[src/rtl/mc_ctrl_pkg.sv]
// rtl/mc_ctrl_pkg.sv - shared encodings for the multi-cycle MIPS-subset control FSM
package mc_ctrl_pkg;

  typedef enum logic [3:0] {
    ST_IF     = 4'd0,
    ST_ID     = 4'd1,
    ST_EX_R   = 4'd2,
    ST_EX_MEM = 4'd3,
    ST_EX_BEQ = 4'd4,
    ST_EX_J   = 4'd5,
    ST_EX_I   = 4'd6,
    ST_MEM_RD = 4'd7,
    ST_MEM_WR = 4'd8,
    ST_WB_MEM = 4'd9,
    ST_WB_R   = 4'd10,
    ST_WB_I   = 4'd11
  } state_t;

  localparam logic [3:0] ALU_AND = 4'b0000;
  localparam logic [3:0] ALU_OR  = 4'b0001;
  localparam logic [3:0] ALU_ADD = 4'b0010;
  localparam logic [3:0] ALU_SUB = 4'b0110;
  localparam logic [3:0] ALU_SLT = 4'b0111;
  localparam logic [3:0] ALU_NOR = 4'b1100;

  localparam logic [5:0] OP_RTYPE = 6'h00;
  localparam logic [5:0] OP_J     = 6'h02;
  localparam logic [5:0] OP_BEQ   = 6'h04;
  localparam logic [5:0] OP_ADDI  = 6'h08;
  localparam logic [5:0] OP_SLTI  = 6'h0A;
  localparam logic [5:0] OP_ANDI  = 6'h0C;
  localparam logic [5:0] OP_ORI   = 6'h0D;
  localparam logic [5:0] OP_LW    = 6'h23;
  localparam logic [5:0] OP_SW    = 6'h2B;

  localparam logic [5:0] FN_ADD = 6'h20;
  localparam logic [5:0] FN_SUB = 6'h22;
  localparam logic [5:0] FN_AND = 6'h24;
  localparam logic [5:0] FN_OR  = 6'h25;
  localparam logic [5:0] FN_NOR = 6'h27;
  localparam logic [5:0] FN_SLT = 6'h2A;

  typedef struct packed {
    logic       pc_we;
    logic [1:0] pc_src;
    logic       iord;
    logic       mem_rd;
    logic       mem_wr;
    logic       ir_we;
    logic       reg_dst;
    logic       mem_to_reg;
    logic       reg_we;
    logic       alu_src_a;
    logic [1:0] alu_src_b;
    logic       ext_zero;
    logic [3:0] alu_control;
    logic       illegal;
  } ctrl_t;

endpackage

[src/rtl/mc_ctrl_alu_dec.sv]
// rtl/mc_ctrl_alu_dec.sv - R-type funct to ALU control code decoder
module mc_ctrl_alu_dec
  import mc_ctrl_pkg::*;
(
  input  logic [5:0] funct,
  output logic [3:0] alu_control,
  output logic       valid
);

  always_comb begin
    alu_control = ALU_AND;
    valid       = 1'b1;
    case (funct)
      FN_ADD:  alu_control = ALU_ADD;
      FN_SUB:  alu_control = ALU_SUB;
      FN_AND:  alu_control = ALU_AND;
      FN_OR:   alu_control = ALU_OR;
      FN_NOR:  alu_control = ALU_NOR;
      FN_SLT:  alu_control = ALU_SLT;
      default: valid = 1'b0;
    endcase
  end

endmodule

[src/rtl/mc_ctrl.sv]
// rtl/mc_ctrl.sv - multi-cycle IF/ID/EX/MEM/WB control FSM; MC_MEM_WAIT_EN adds mem_ready stalls
module mc_ctrl
  import mc_ctrl_pkg::*;
#(
  parameter int CNT_W = 32
) (
  input  logic             clk,
  input  logic             rst,
  input  logic [5:0]       opcode,
  input  logic [5:0]       funct,
  input  logic             zero,
`ifdef MC_MEM_WAIT_EN
  input  logic             mem_ready,
`endif
  output logic             pc_we,
  output logic [1:0]       pc_src,
  output logic             iord,
  output logic             mem_rd,
  output logic             mem_wr,
  output logic             ir_we,
  output logic             reg_dst,
  output logic             mem_to_reg,
  output logic             reg_we,
  output logic             alu_src_a,
  output logic [1:0]       alu_src_b,
  output logic             ext_zero,
  output logic [3:0]       alu_control,
  output logic             illegal,
  output logic [3:0]       state,
  output logic [CNT_W-1:0] instret
);

  state_t           cur, nxt;
  ctrl_t            ctrl;
  logic             retire;
  logic             ready;
  logic [CNT_W-1:0] cnt;
  logic [3:0]       dec_alu;
  logic             dec_valid;

`ifdef MC_MEM_WAIT_EN
  assign ready = mem_ready;
`else
  assign ready = 1'b1;
`endif

  mc_ctrl_alu_dec u_alu_dec (
    .funct       (funct),
    .alu_control (dec_alu),
    .valid       (dec_valid)
  );

  always_ff @(posedge clk) begin
    if (rst) begin
      cur <= ST_IF;
      cnt <= '0;
    end else begin
      cur <= nxt;
      if (retire) cnt <= cnt + CNT_W'(1);
    end
  end

  always_comb begin
    nxt    = cur;
    ctrl   = '0;
    retire = 1'b0;
    case (cur)
      ST_IF: begin
        ctrl.mem_rd      = 1'b1;
        ctrl.alu_src_b   = 2'b01;
        ctrl.alu_control = ALU_ADD;
        // PC and IR only commit once the fetch has actually returned
        ctrl.ir_we       = ready;
        ctrl.pc_we       = ready;
        if (ready) nxt = ST_ID;
      end
      ST_ID: begin
        ctrl.alu_src_b   = 2'b11;
        ctrl.alu_control = ALU_ADD;
        case (opcode)
          OP_RTYPE:                         nxt = ST_EX_R;
          OP_LW, OP_SW:                     nxt = ST_EX_MEM;
          OP_BEQ:                           nxt = ST_EX_BEQ;
          OP_J:                             nxt = ST_EX_J;
          OP_ADDI, OP_ANDI, OP_ORI, OP_SLTI: nxt = ST_EX_I;
          default: begin
            nxt          = ST_IF;
            ctrl.illegal = 1'b1;
          end
        endcase
      end
      ST_EX_R: begin
        ctrl.alu_src_a   = 1'b1;
        ctrl.alu_control = dec_alu;
        if (dec_valid) begin
          nxt = ST_WB_R;
        end else begin
          nxt          = ST_IF;
          ctrl.illegal = 1'b1;
        end
      end
      ST_EX_MEM: begin
        ctrl.alu_src_a   = 1'b1;
        ctrl.alu_src_b   = 2'b10;
        ctrl.alu_control = ALU_ADD;
        nxt = (opcode == OP_LW) ? ST_MEM_RD : ST_MEM_WR;
      end
      ST_EX_BEQ: begin
        ctrl.alu_src_a   = 1'b1;
        ctrl.alu_control = ALU_SUB;
        ctrl.pc_src      = 2'b01;
        ctrl.pc_we       = zero;
        retire           = 1'b1;
        nxt              = ST_IF;
      end
      ST_EX_J: begin
        ctrl.pc_src = 2'b10;
        ctrl.pc_we  = 1'b1;
        retire      = 1'b1;
        nxt         = ST_IF;
      end
      ST_EX_I: begin
        ctrl.alu_src_a = 1'b1;
        ctrl.alu_src_b = 2'b10;
        case (opcode)
          OP_ANDI: begin ctrl.alu_control = ALU_AND; ctrl.ext_zero = 1'b1; end
          OP_ORI:  begin ctrl.alu_control = ALU_OR;  ctrl.ext_zero = 1'b1; end
          OP_SLTI: ctrl.alu_control = ALU_SLT;
          default: ctrl.alu_control = ALU_ADD;
        endcase
        nxt = ST_WB_I;
      end
      ST_MEM_RD: begin
        ctrl.iord   = 1'b1;
        ctrl.mem_rd = 1'b1;
        if (ready) nxt = ST_WB_MEM;
      end
      ST_MEM_WR: begin
        ctrl.iord   = 1'b1;
        ctrl.mem_wr = 1'b1;
        if (ready) begin
          retire = 1'b1;
          nxt    = ST_IF;
        end
      end
      ST_WB_MEM: begin
        ctrl.mem_to_reg = 1'b1;
        ctrl.reg_we     = 1'b1;
        retire          = 1'b1;
        nxt             = ST_IF;
      end
      ST_WB_R: begin
        ctrl.reg_dst = 1'b1;
        ctrl.reg_we  = 1'b1;
        retire       = 1'b1;
        nxt          = ST_IF;
      end
      ST_WB_I: begin
        ctrl.reg_we = 1'b1;
        retire      = 1'b1;
        nxt         = ST_IF;
      end
      default: nxt = ST_IF;
    endcase
  end

  // Everything is forced low during reset so no datapath write can slip through
  assign {pc_we, pc_src, iord, mem_rd, mem_wr, ir_we, reg_dst, mem_to_reg, reg_we,
          alu_src_a, alu_src_b, ext_zero, alu_control, illegal} = rst ? '0 : ctrl;
  assign state   = rst ? 4'd0 : cur;
  assign instret = rst ? '0 : cnt;

endmodule

[config.mk]
export PLATFORM = sky130hd
export DESIGN_NAME = mc_ctrl
export DESIGN_NICKNAME = d
export VERILOG_FILES = /design/src/rtl/mc_ctrl_pkg.sv /design/src/rtl/mc_ctrl_alu_dec.sv /design/src/rtl/mc_ctrl.sv
export SDC_FILE = /design/constraint.sdc
export NUM_CORES = 1
export LEC_CHECK = 0
export BUFFER_PORTS_ARGS = -buffer_cell sky130_fd_sc_hd__buf_2
export CAP_MARGIN = 5
export CORE_AREA = 2 2 77 79
export CTS_CLUSTER_DIAMETER = 30
export CTS_CLUSTER_SIZE = 10
export DETAILED_ROUTE_END_ITERATION = 7
export DIE_AREA = 0 0 79 81
export HOLD_SLACK_MARGIN = 0.03
export PLACE_DENSITY = 0.77
export RECOVER_POWER = 25
export SYNTH_ARGS = -nofsm -noshare
export SYNTH_HDL_FRONTEND = slang
export SYNTH_SLANG_ARGS = --single-unit
export TNS_END_PERCENT = 100
[constraint.sdc]
create_clock -name clk -period 1.9 [get_ports clk]
set_input_delay 0.38 -clock clk [delete_from_list [all_inputs] [get_ports clk]]
set_output_delay 0.38 -clock clk [all_outputs]
set_load 0.005 [all_outputs]
==> results.toml <==
[worst_hold_path]
hold_path_class = "flop to flop"

[global_route]
track_usage_pct = 18.0
grt_pass1_vias = 2137
overflow = 0
grt_max_degree = 39
grt_pass1_wl_um = 9520
antenna_found_initial = 0

[timing]
tightest_slew_ps = 442
hold_viol = 0
setup_viol = 1
slew_violations = 0
setup_slack_ps = -27.6
finalCritPeriodShare_pct = 101
fmax_mhz = 519
rsz0062_at_grt = "yes"
clock_skew_ps = 6.22
slew_headroom_pct = 69.7
finalCriticalPeriod_ps = 1930
setup_tns_ps = -27.6

[placement]
dpl.cell_count = 465
port_buffers = 69
dp.final_hpwl_um = 4360
routabilityCongestion = 0.905

[pwr]
p_per_area_mw_per_mm2 = 459
power_leakage_uw = 0.00131
vdd_drop_max_uv = 398
p_total_uw = 1430

[clocking]
tritoncts = "yes"
cts.path.max_buffers = 2
cts_buffers = 5
clkTransAtPathRegs_ps = 70
insertion_delay_ps = 280
htree_levels = 2
clock-root-buffer = "clkbuf_8"
cts_sinks = 36

[flow_run]
cap_viol_max_count = 0

[floorplanning]
die_area_mm2 = 0.00640
rows = 28
io_pins = 70
start_util_pct = 42.3
die_y_um = 81
core_area_mm2 = 0.00568
dieWidth_um = 79

[logic_synthesis]
synthDistinctLibCells = 47
synthFlopType = "dfxtp_1"
seq_area_frac_synth_pct = 30.0
synth_edf_count = 0
synth_top_area_share_pct = 30.0
synthCells = 320
syn_area_mm2 = 0.00240
yosysWarnings = 0
synthMostInstantiatedCell = "nor2_1"
synthesis.nets = 336
synth_top_area_cell = "dfxtp_1"
syn_avg_cell_area_um2 = 7.50
synth_seq_cells = 36
async_reset_ff_share_pct = 0
synthTopCellsByCount = "nor2_1, nor2b_1, dfxtp_1"
yosys-top-cells-area = "dfxtp_1, nor2b_1, nor2_1"

[routing]
routedWlPerCell_um = 12.8
first_iter_violations = 167
antenna_left = 0
totalWireLength_um = 6060
vias_per_cell = 5.33
num_vias = 2532
drc = 0
dr.pass1.iters = 5

[critical_path]
cp.required_ps = 1520
critPathKind = "flop to primary output"
endpoint_kind = "primary output"
crit_fanout = 4
critical_path_arrival_ps = 1550
startpoint_type = "flop"
r2r_slack_ps = 10

[outcome]
violations = "setup timing"
status = "complete, but fails checks"

[cells_and_area]
nets = 418
antenna_cells = 0
fin_cells = 475
area_delta_synth_final_pct = 29.8
drive_above_1_share_pct = 31.0
n_fill_cell = 539
-- metrics by stage --
step	utilization, %	hold slack, ps	worst slack, ps	area, um2
final	54.9	483	-27.6	3120
after global routing	54.9	521	-99.1	3120
after CTS	53.7	488	-26.8	3050
after detailed placement	51.4	476	49.2	2920
after global placement	51.4	462	91.4	2920
after floorplan	-	454	25.6	2400
-- final timing paths --
kind,start,endpoint,cells past startpoint
worst max-delay path,cur[3]$_SDFF_PP0_,ext_zero,5
worst min-delay path,cnt[31]$_SDFFE_PP0P_,cnt[31]$_SDFFE_PP0P_,2
worst min register to register,cnt[31]$_SDFFE_PP0P_,cnt[31]$_SDFFE_PP0P_,2
worst max register to register,cur[2]$_SDFF_PP0_,cnt[29]$_SDFFE_PP0P_,5
-- per-layer routing --
| metal | GRT usage (%) | wire length [um] | vias to the layer above |
|---|---|---|---|
| met3 | 2.89 | 262 | 7 |
| met4 | 4.83 | 72 | 0 |
| met5 | 0 | 0 | - |
| met2 | 31.0 | 2890 | 71 |
| li1 | - | - | 1273 |
| met1 | 23.6 | 2830 | 1181 |
-- where the power goes --
part           leakage [uW]  total, uW  internal, uW  switching [uW]
registers          0.000292        763           759            4.53
logic              0.000979        185          75.3             109
clock network     0.0000359        484           236             248
total               0.00131       1430          1070             362
-- worst max-delay path, cell delays in order (launching register included) --
cell	delay (ps)
dfxtp_2	330
buf_6	120
or2b_4	270
or2_4	260
nor3b_2	160
buf_2	120
-- cell families after synthesis --
kind of cell    Yosys count  share of synthesized area (%)
simple gates            189                           42.6
fa+ha+maj                 1                          0.521
mux                       6                           2.71
flops                    36                           30.0
buf+inv                  22                           3.49
xor+xnor                 24                           8.75
compound gates           42                           11.9
-- what timing repair did --
item	CTS	global route
buffers inserted	4	1
hold buffers	0	0
gates resized for setup	8	19
setup endpoints to repair	6	16
pin swaps	3	3
-- layout by cell type (no fill, tap or decap), types with 3 or more instances in the layout --
master / count
buf_2: 69
nor2_1: 48
nor2b_1: 37
dfxtp_1: 32
buf_4: 21
nand2_1: 18
xor2_1: 16
a21oi_1: 15
nand4_1: 15
nand3_1: 14
nor3_1: 8
o21ai_0: 8
xnor2_1: 8
or3_1: 6
nand2b_1: 6
and3_1: 5
clkbuf_8: 5
inv_1: 4
dfxtp_2: 4
nor3_2: 3
nor3b_1: 3
a2111oi_0: 3
mux2_1: 3
and4_1: 3
-- cell type report --
cell class | instances | area [um2] | share of cell area [%]
Tap cell | 75 | 93.8 | 3.01
Multi-Input combinational cell | 262 | 1670 | 53.7
Sequential cell | 36 | 726 | 23.3
Timing Repair Buffer | 93 | 541 | 17.3
Clock buffer | 5 | 68.8 | 2.21
Inverter | 4 | 15.0 | 0.482
-- registers in the layout (all words and copies together), names as in the netlist --
name  cells
cur       4
cnt      32
(Power assumes the default switching activity.)
